File: src/rtl/hdlc_pkg.sv
// Shared types for the HDLC receive deframer: frame states and per-bit run events.
package hdlc_pkg;

    typedef enum logic [1:0] {
        HUNT,
        FLAG,
        DATA
    } frame_state_t;

    typedef enum logic [2:0] {
        EV_NONE,
        EV_DATA0,
        EV_DATA1,
        EV_STUFF,
        EV_FLAG,
        EV_ABORT
    } run_evt_t;

    // Width of a counter spanning 0..STUFF_RUN+2 ones.
    function automatic int run_cnt_width(input int stuff_run);
        return $clog2(stuff_run + 3);
    endfunction

endpackage

File: src/rtl/hdlc_run_detector.sv
// Counts consecutive ones on the qualified serial stream and classifies each bit
// as data, stuffed zero, flag close or abort.
module hdlc_run_detector
    import hdlc_pkg::*;
#(
    parameter int STUFF_RUN = 5
) (
    input  logic     clk,
    input  logic     resetn,
    input  logic     in_valid,
    input  logic     in,
    output run_evt_t evt
);

    localparam int CW = run_cnt_width(STUFF_RUN);
    localparam logic [CW-1:0] CNT_STUFF = CW'(STUFF_RUN);
    localparam logic [CW-1:0] CNT_FLAG  = CW'(STUFF_RUN + 1);
    localparam logic [CW-1:0] CNT_MAX   = CW'(STUFF_RUN + 2);

    logic [CW-1:0] ones_cnt_reg;
    logic [CW-1:0] ones_cnt_next;

    always_ff @(posedge clk) begin
        if (!resetn) begin
            ones_cnt_reg <= '0;
        end else begin
            ones_cnt_reg <= ones_cnt_next;
        end
    end

    always_comb begin
        ones_cnt_next = ones_cnt_reg;
        evt           = EV_NONE;
        if (in_valid) begin
            if (in) begin
                // Saturated counter means the abort already fired for this run.
                if (ones_cnt_reg != CNT_MAX) begin
                    ones_cnt_next = ones_cnt_reg + 1'b1;
                    evt           = (ones_cnt_reg == CNT_FLAG) ? EV_ABORT : EV_DATA1;
                end
            end else begin
                ones_cnt_next = '0;
                if (ones_cnt_reg == CNT_STUFF) begin
                    evt = EV_STUFF;
                end else if (ones_cnt_reg == CNT_FLAG) begin
                    evt = EV_FLAG;
                end else begin
                    evt = EV_DATA0;
                end
            end
        end
    end

endmodule

File: src/rtl/hdlc_rx_deframer.sv
// HDLC receive deframer: delays bits through a pending line so flag bits can be
// retracted, then packs committed bits LSB-first into words with framing pulses.
module hdlc_rx_deframer
    import hdlc_pkg::*;
#(
    parameter int STUFF_RUN = 5,
    parameter int DATA_W    = 8
) (
    input  logic              clk,
    input  logic              resetn,
    input  logic              in_valid,
    input  logic              in,
    output logic [DATA_W-1:0] out_data,
    output logic              out_valid,
    output logic              frame_start,
    output logic              frame_end,
    output logic              frame_abort,
    output logic              flag_seen,
    output logic              discard
);

    localparam int L  = STUFF_RUN + 2;
    localparam int PW = $clog2(L + 1);
    localparam int BW = $clog2(DATA_W + 1);
    localparam logic [PW-1:0] PEND_FULL = PW'(L);
    localparam logic [BW-1:0] LAST_BIT  = BW'(DATA_W - 1);

    run_evt_t evt;

    hdlc_run_detector #(
        .STUFF_RUN (STUFF_RUN)
    ) u_run_detector (
        .clk      (clk),
        .resetn   (resetn),
        .in_valid (in_valid),
        .in       (in),
        .evt      (evt)
    );

    frame_state_t      state_reg, state_next;
    logic [L-1:0]      pend_reg, pend_next;
    logic [PW-1:0]     pend_cnt_reg, pend_cnt_next;
    logic [DATA_W-1:0] asm_reg, asm_next;
    logic [BW-1:0]     bit_cnt_reg, bit_cnt_next;
    logic              first_word_reg, first_word_next;

    logic [DATA_W-1:0] out_data_reg, out_data_next;
    logic              out_valid_reg, out_valid_next;
    logic              frame_start_reg, frame_start_next;
    logic              frame_end_reg, frame_end_next;
    logic              frame_abort_reg, frame_abort_next;
    logic              flag_seen_reg, flag_seen_next;
    logic              discard_reg, discard_next;

    logic push, push_bit, commit, commit_bit, word_done;

    // A bit only leaves the pending line once L newer bits prove it is not part of a flag.
    assign push       = (state_reg != HUNT) && ((evt == EV_DATA0) || (evt == EV_DATA1));
    assign push_bit   = (evt == EV_DATA1);
    assign commit     = push && (pend_cnt_reg == PEND_FULL);
    assign commit_bit = pend_reg[L-1];
    assign word_done  = commit && (bit_cnt_reg == LAST_BIT);

    generate
        for (genvar gi = 0; gi < DATA_W; gi++) begin : g_asm
            assign asm_next[gi] = (commit && (bit_cnt_reg == BW'(gi))) ? commit_bit : asm_reg[gi];
        end
    endgenerate

    always_ff @(posedge clk) begin
        if (!resetn) begin
            state_reg       <= HUNT;
            pend_reg        <= '0;
            pend_cnt_reg    <= '0;
            asm_reg         <= '0;
            bit_cnt_reg     <= '0;
            first_word_reg  <= 1'b0;
            out_data_reg    <= '0;
            out_valid_reg   <= 1'b0;
            frame_start_reg <= 1'b0;
            frame_end_reg   <= 1'b0;
            frame_abort_reg <= 1'b0;
            flag_seen_reg   <= 1'b0;
            discard_reg     <= 1'b0;
        end else begin
            state_reg       <= state_next;
            pend_reg        <= pend_next;
            pend_cnt_reg    <= pend_cnt_next;
            asm_reg         <= asm_next;
            bit_cnt_reg     <= bit_cnt_next;
            first_word_reg  <= first_word_next;
            out_data_reg    <= out_data_next;
            out_valid_reg   <= out_valid_next;
            frame_start_reg <= frame_start_next;
            frame_end_reg   <= frame_end_next;
            frame_abort_reg <= frame_abort_next;
            flag_seen_reg   <= flag_seen_next;
            discard_reg     <= discard_next;
        end
    end

    always_comb begin
        state_next       = state_reg;
        pend_next        = pend_reg;
        pend_cnt_next    = pend_cnt_reg;
        bit_cnt_next     = bit_cnt_reg;
        first_word_next  = first_word_reg;
        out_data_next    = out_data_reg;
        out_valid_next   = 1'b0;
        frame_start_next = 1'b0;
        frame_end_next   = 1'b0;
        frame_abort_next = 1'b0;
        flag_seen_next   = 1'b0;
        discard_next     = 1'b0;

        if (push) begin
            pend_next = {pend_reg[L-2:0], push_bit};
            if (!commit) begin
                pend_cnt_next = pend_cnt_reg + 1'b1;
            end
        end

        if (commit) begin
            if (state_reg == FLAG) begin
                state_next      = DATA;
                first_word_next = 1'b1;
            end
            if (word_done) begin
                out_valid_next   = 1'b1;
                out_data_next    = asm_next;
                frame_start_next = first_word_reg || (state_reg == FLAG);
                first_word_next  = 1'b0;
                bit_cnt_next     = '0;
            end else begin
                bit_cnt_next = bit_cnt_reg + 1'b1;
            end
        end

        case (evt)
            EV_STUFF: begin
                discard_next = (state_reg != HUNT);
            end
            EV_FLAG: begin
                flag_seen_next  = 1'b1;
                pend_cnt_next   = '0;
                bit_cnt_next    = '0;
                first_word_next = 1'b0;
                state_next      = FLAG;
                // A zero bit count inside DATA means at least one whole word was emitted.
                if (state_reg == DATA) begin
                    if (bit_cnt_reg == '0) begin
                        frame_end_next = 1'b1;
                    end else begin
                        frame_abort_next = 1'b1;
                    end
                end
            end
            EV_ABORT: begin
                frame_abort_next = (state_reg != HUNT);
                pend_cnt_next    = '0;
                bit_cnt_next     = '0;
                first_word_next  = 1'b0;
                state_next       = HUNT;
            end
            default: begin
            end
        endcase
    end

    assign out_data    = out_data_reg;
    assign out_valid   = out_valid_reg;
    assign frame_start = frame_start_reg;
    assign frame_end   = frame_end_reg;
    assign frame_abort = frame_abort_reg;
    assign flag_seen   = flag_seen_reg;
    assign discard     = discard_reg;

endmodule

File: config.mk
export PLATFORM = sky130hd
export DESIGN_NAME = hdlc_rx_deframer
export DESIGN_NICKNAME = d
export VERILOG_FILES = /design/src/rtl/hdlc_pkg.sv /design/src/rtl/hdlc_run_detector.sv /design/src/rtl/hdlc_rx_deframer.sv
export SDC_FILE = /design/constraint.sdc
export NUM_CORES = 1
export LEC_CHECK = 0
export BUFFER_PORTS_ARGS = -buffer_cell sky130_fd_sc_hd__buf_4
export CORE_AREA = 2 2 59 61
export CTS_CLUSTER_DIAMETER = 40
export DETAILED_ROUTE_END_ITERATION = 10
export DIE_AREA = 0 0 61 63
export PLACE_DENSITY = 0.78
export SLEW_MARGIN = 20
export SYNTH_ARGS = -nofsm -noshare
export SYNTH_HDL_FRONTEND = slang
export SYNTH_SLANG_ARGS = --single-unit
File: constraint.sdc
create_clock -name clk -period 3.95 [get_ports clk]
set_input_delay 0 -clock clk [delete_from_list [all_inputs] [get_ports clk]]
set_output_delay 0 -clock clk [all_outputs]
set_load 0.1 [all_outputs]
### Word level (Yosys, flattened, before mapping)

Cells that the tools add are included.

* add/subtract/negate cells: 3
* equality and inequality tests: 19
* mux-type cells: 28
* bitwise operators: 2
* reduce and logical (&&, ||, !) cells: 27

Operators by type and width (count)
* $mux W3: 8
* $eq A4 B3 Y1 const B: 4
* $eq A3 B3 Y1 const B: 5
* $mux W1: 15
* $reduce_and A2 Y1: 7
* $logic_and A1 B1 Y1: 10
* $eq A4 B2 Y1 const B: 2
* $add A3 B1 Y3 const B: 2
* $eq A3 B2 Y1 const B: 2
* $reduce_and A3 Y1: 2
* $reduce_bool A3 Y1: 2
* $add A4 B1 Y4 const B: 1
* $eq A4 B1 Y1 const B: 1
* $logic_not A4 Y1: 1
* $mux W2: 2
* $mux W4: 1
* $pmux W2 S2: 1
* $reduce_bool A2 Y1: 2
* $eq A3 B1 Y1 const B: 1
* $ne A3 B3 Y1 const B: 1
* $reduce_or A3 Y1: 1
* $eq A2 B1 Y1 const B: 1
* $eq A2 B2 Y1 const B: 1
* $logic_or A1 B1 Y1: 2
* 3 further kinds: 4

* register bits: 42
* input port bits: 4
* output and inout port bits: 14

### Depth between registers and ports, before layout

* depth after elaboration: 12
* mapped depth: 8
* gate-level depth less buffers: 6

### Hierarchy

Synthesis repeated with hierarchy kept, for this count alone.

* cell total of the unflattened synthesis: 192
* area, all modules: 1858.0 sq um

By module, submodules not included
* hdlc_rx_deframer: times used 1, cells an instance 163, area an instance 1605.3 sq um
* hdlc_run_detector: times used 1, cells an instance 29, area an instance 252.7 sq um

### Worst setup path before layout

OpenSTA, ideal clock, no wires.

* path type: reg2reg
* from: reg u_run_detector.ones_cnt_reg[0]
* to: reg frame_abort_reg, in the netlist frame_abort
* library setup time: 0.074 ns
* data arrival time: 1.826 ns
* path slack: 2.050 ns
* stages on the path, launching flop included: 7
* buffers on the path: 0
* cell sequence: dfxtp_1 -> ha_1 -> ha_1 -> nand3b_1 -> a221oi_1 -> or4b_2 -> o21ai_0

* longest elaborated chain between the ends: 7

Ends and longest elaborated chain
* start: declaration: RTL line hdlc_run_detector.sv:20 `logic [CW-1:0] ones_cnt_reg;`
* start signal: assignment: RTL line hdlc_run_detector.sv:27 `ones_cnt_reg <= ones_cnt_next;`
* $eq A3 B3 Y1: RTL line hdlc_run_detector.sv:39, hdlc_run_detector.sv:45
* $mux W3 (on tied branches): RTL line hdlc_run_detector.sv:45, hdlc_run_detector.sv:39
* $mux W3 (on tied branches): RTL line hdlc_run_detector.sv:43, hdlc_run_detector.sv:37
* $mux W3 (*): RTL line hdlc_run_detector.sv:35 `if (in) begin`
* $mux W3 (*): RTL line hdlc_run_detector.sv:34 `if (in_valid) begin`
* $eq A3 B3 Y1: RTL line hdlc_rx_deframer.sv:139 `case (evt)`
* $pmux W1 S2 (*): RTL line hdlc_rx_deframer.sv:139
* end signal: assignment: RTL line hdlc_rx_deframer.sv:96 `frame_abort_reg <= frame_abort_next;`
* end: declaration: RTL line hdlc_rx_deframer.sv:51 `logic frame_abort_reg, frame_abort_next;`

Mark *: on every way between the ends. The rest lies on a longest branch, timed or not.
A chain may end at the register's enable or synchronous reset.

### Worst setup path after layout

* from: reg pend_cnt_reg[0]
* to: reg out_data_reg[7], in the netlist out_data[7]

* longest elaborated chain between the ends: 4

Ends and longest elaborated chain
* start: declaration: RTL line hdlc_rx_deframer.sv:42 `logic [PW-1:0] pend_cnt_reg, pend_cnt_next;`
* start signal: assignment: RTL line hdlc_rx_deframer.sv:88 `pend_cnt_reg <= pend_cnt_next;`
* $eq A3 B3 Y1 (*): RTL line hdlc_rx_deframer.sv:60 `assign commit = push && (pend_cnt_reg == PEND_FULL);`
* $logic_and A1 B1 Y1 (*): RTL line hdlc_rx_deframer.sv:60
* $logic_and A1 B1 Y1: RTL line hdlc_rx_deframer.sv:62, hdlc_rx_deframer.sv:66
* $mux W1 / $reduce_and A2 Y1 (equally long branches)
* end signal: assignment: RTL line hdlc_rx_deframer.sv:92 `out_data_reg <= out_data_next;`
* end: declaration: RTL line hdlc_rx_deframer.sv:47 `logic [DATA_W-1:0] out_data_reg, out_data_next;`

Marked as above.

==> key figures <==
Clocking
  • Worst-path clk slew: 0.12 ns
  • H-tree depth: 2
  • Clk buf depth: 2
  • Setup bufs post-CTS: 0
  • Clock Sinks: 41
  • Later-pin clock latency in the skew report: between 0.3 and 0.4 ns
  • Post-CTS sizing: 0
  • CTS tree: built
  • Root Driver: clkbuf_4
  • CTS buffer count: 5

Worst hold path
  • Min-delay src: resetn
  • Hold depth: 2
  • Worst min path class: in2reg

Setup path
  • Crit-path cells: ha_1, ha_1, nand4b_1, nor4_4, mux2i_1, nor2b_1
  • CP endpoint kind: register
  • CP peak stage delay: 0.70 ns
  • Worst Reg-to-Reg Cells: 6
  • Crit Path Max Fanout: 14
  • Cell mode on critical path: ha_1
  • Reg2reg start: pend_cnt_reg[0]
  • Slowest-stage cell, CP: nor4_4
  • Critical Path Start: pend_cnt_reg[0]
  • Req. time, crit path: 4.20 ns
  • Worst setup SP type: register
  • WS Path Type: reg2reg
  • Critical path arrival: 2.51 ns

Yosys
  • Syn Std Cell Area: 0.00193 sq mm
  • Mean post-synth cell area: around 9.5 sq um
  • Most used DFF post-synth: dfxtp_1
  • EDFF count, synth: 0
  • Synth Warn #: 0
  • Register area share after synthesis: 0.426
  • Top post-synthesis cells by area: dfxtp_1 43%, mux2i_1 10%, ha_1 6.5%
  • Flops & latches, synth: 41
  • Post-synth top area share: 0.426
  • Most numerous cell in the Yosys netlist: dfxtp_1
  • Syn Nets: 216
  • Yosys cell types: 40
  • Area leader, netlist: dfxtp_1
  • Most frequent cells after synthesis: 41 x dfxtp_1, 27 x nand2_1, 20 x mux2i_1, 12 x nor2b_1
  • Ys async rst share: 0
  • Synth Instances: 202

Place
  • Port Buffer Count: 17
  • HPWL after DPL: 2.66 mm
  • Place WS: 1.71 ns
  • RePlAce Congestion: about 0.83

Timing
  • Worst Clk Skew: approximately 0.015 ns
  • Setup ws final: ~1.7 ns
  • Final setup TNS: 0 ns
  • Final Hold Viols: 0
  • Least-Margin Pin Slew: 0.779 ns
  • Worst slew margin: 0.477
  • Final worst-path cycle share: 0.571
  • Fin. max-slew vios: 0
  • RSZ-0062 raised after global routing: false
  • Setup Viol. Count Final: 0
  • Fmax achieved: 0.443 GHz
  • Min Tclk post-route: 2.26 ns

Power and ir drop
  • Leakage power: 0.930 nW
  • Cell Pwr Density: around 330 mW/mm^2
  • Worst vdd ir: approximately 0.24 mV

Global route
  • First-pass GRT wire length: ~6.5 mm
  • Initial antenna violation count: 0
  • Largest net degree at the start of global routing: 31
  • All-Layer GR Usage: 0.225
  • Vias in the first global route: 1449
  • GRT Residual Overflow: 0

Final layout
  • Layout cell share with drive strength beyond 1: 0.136
  • Max FFs per register: 8
  • Fill cells: 284
  • Layout Utilization: 0.670
  • Ant diodes: 0
  • Area delta synth->final: 12.5%
  • NumNets Final: between 200 and 250

Floorplan
  • DIE AREA: 0.00384 sq mm
  • Die X: 61 microns
  • Core box area: about 0.0032 sq mm
  • Die H: 63 microns
  • Num rows: 21
  • Top Ports: 18
  • Initial Util: 0.596

Route
  • DRC: 0
  • Initial drt markers: 56
  • Total Wirelength: 3.69 mm
  • Antenna-violating nets left: 0
  • Post-DR vias/cell: 5.46
  • Pre-antenna DRT Iters: 4
  • Routed wire per std cell: 13.8 microns
  • Via count: ~1500

Job
  • Maximum capacitance violations: 0

Status
  • Outcome: finished, final reports clean
-- report_power, final --
part	switching, mW	internal (mW)
registers	0.000956	0.414
logic	0.0121	0.00878
clock network	0.134	0.151
total	0.148	0.574
-- metal layers --
layer  vias to the layer above  global-route usage  routed length [microns]
li1                        738                   -                        -
met1                       682               0.270                     1650
met2                        27               0.368                     1790
met3                        10              0.0663                      135
met4                         0              0.0897                      111
met5                         -                   0                        0
-- path summary, 6_finish.rpt --
kind | to | slack, ns
max | out_data[7] | 1.69
min | u_run_detector.ones_cnt_reg[2] | 0.02
max reg2reg | out_data[7] | 1.69
min reg2reg | first_word_reg | 0.46
-- critical path, delay by kind of cell, from the launching register on --
kind,cells,cell delay [ns]
fa+ha+maj,2,0.48
flops,1,0.39
mux,1,0.28
simple gates,3,1.00
-- layout by cell type (no fill, tap or decap), types with 7 or more instances in the layout --
cell | netlist | routed
dfxtp_1 | 41 | 41
ha_1 | 10 | 10
a21oi_1 | 9 | 9
o21ai_0 | 8 | 8
inv_1 | 7 | 7
nand3_1 | 9 | 9
buf_4 | 1 | 17
mux2i_1 | 20 | 20
nor2b_1 | 12 | 12
nor2_1 | 10 | 10
nand2_1 | 27 | 27
-- cell families after synthesis --
group	Yosys count	synth area share
AND/OR/NAND/NOR	80	0.232
flip-flops	41	0.426
AO/OA/AOI/OAI	34	0.124
multiplexers	20	0.104
buffers and inverters	15	0.0396
adder cells (fa/ha/maj)	10	0.0650
XOR/XNOR	2	0.00910
-- cell type report --
class / instances / area (sq um) / share of cell area
multi-input combinational: 146 / 1030 / 0.475
sequential: 41 / 821 / 0.379
timing repair buffer: 19 / 148 / 0.0682
tap: 46 / 57.6 / 0.0266
clock buffer: 7 / 55.1 / 0.0254
clock inverter: 1 / 30.0 / 0.0139
inverter: 7 / 26.3 / 0.0121
-- through the flow --
stage	hold slack, ns	power, mW	cell area, sq um	instances
floorplan	0.133	0.438	1930	202
global placement	0.296	0.443	2060	257
detailed placement	0.297	0.444	2060	257
CTS	0.0169	0.725	2170	267
global route	0.0383	0.748	2170	267
finish	0.0226	0.721	2170	267
-- repair_timing --
action                                  4_1_cts  5_1_grt
endpoints found under the setup margin        0        0
hold buffers                                  2        0
endpoints found under the hold margin         3        0
No activity file was read; power rests on OpenSTA's default activity.
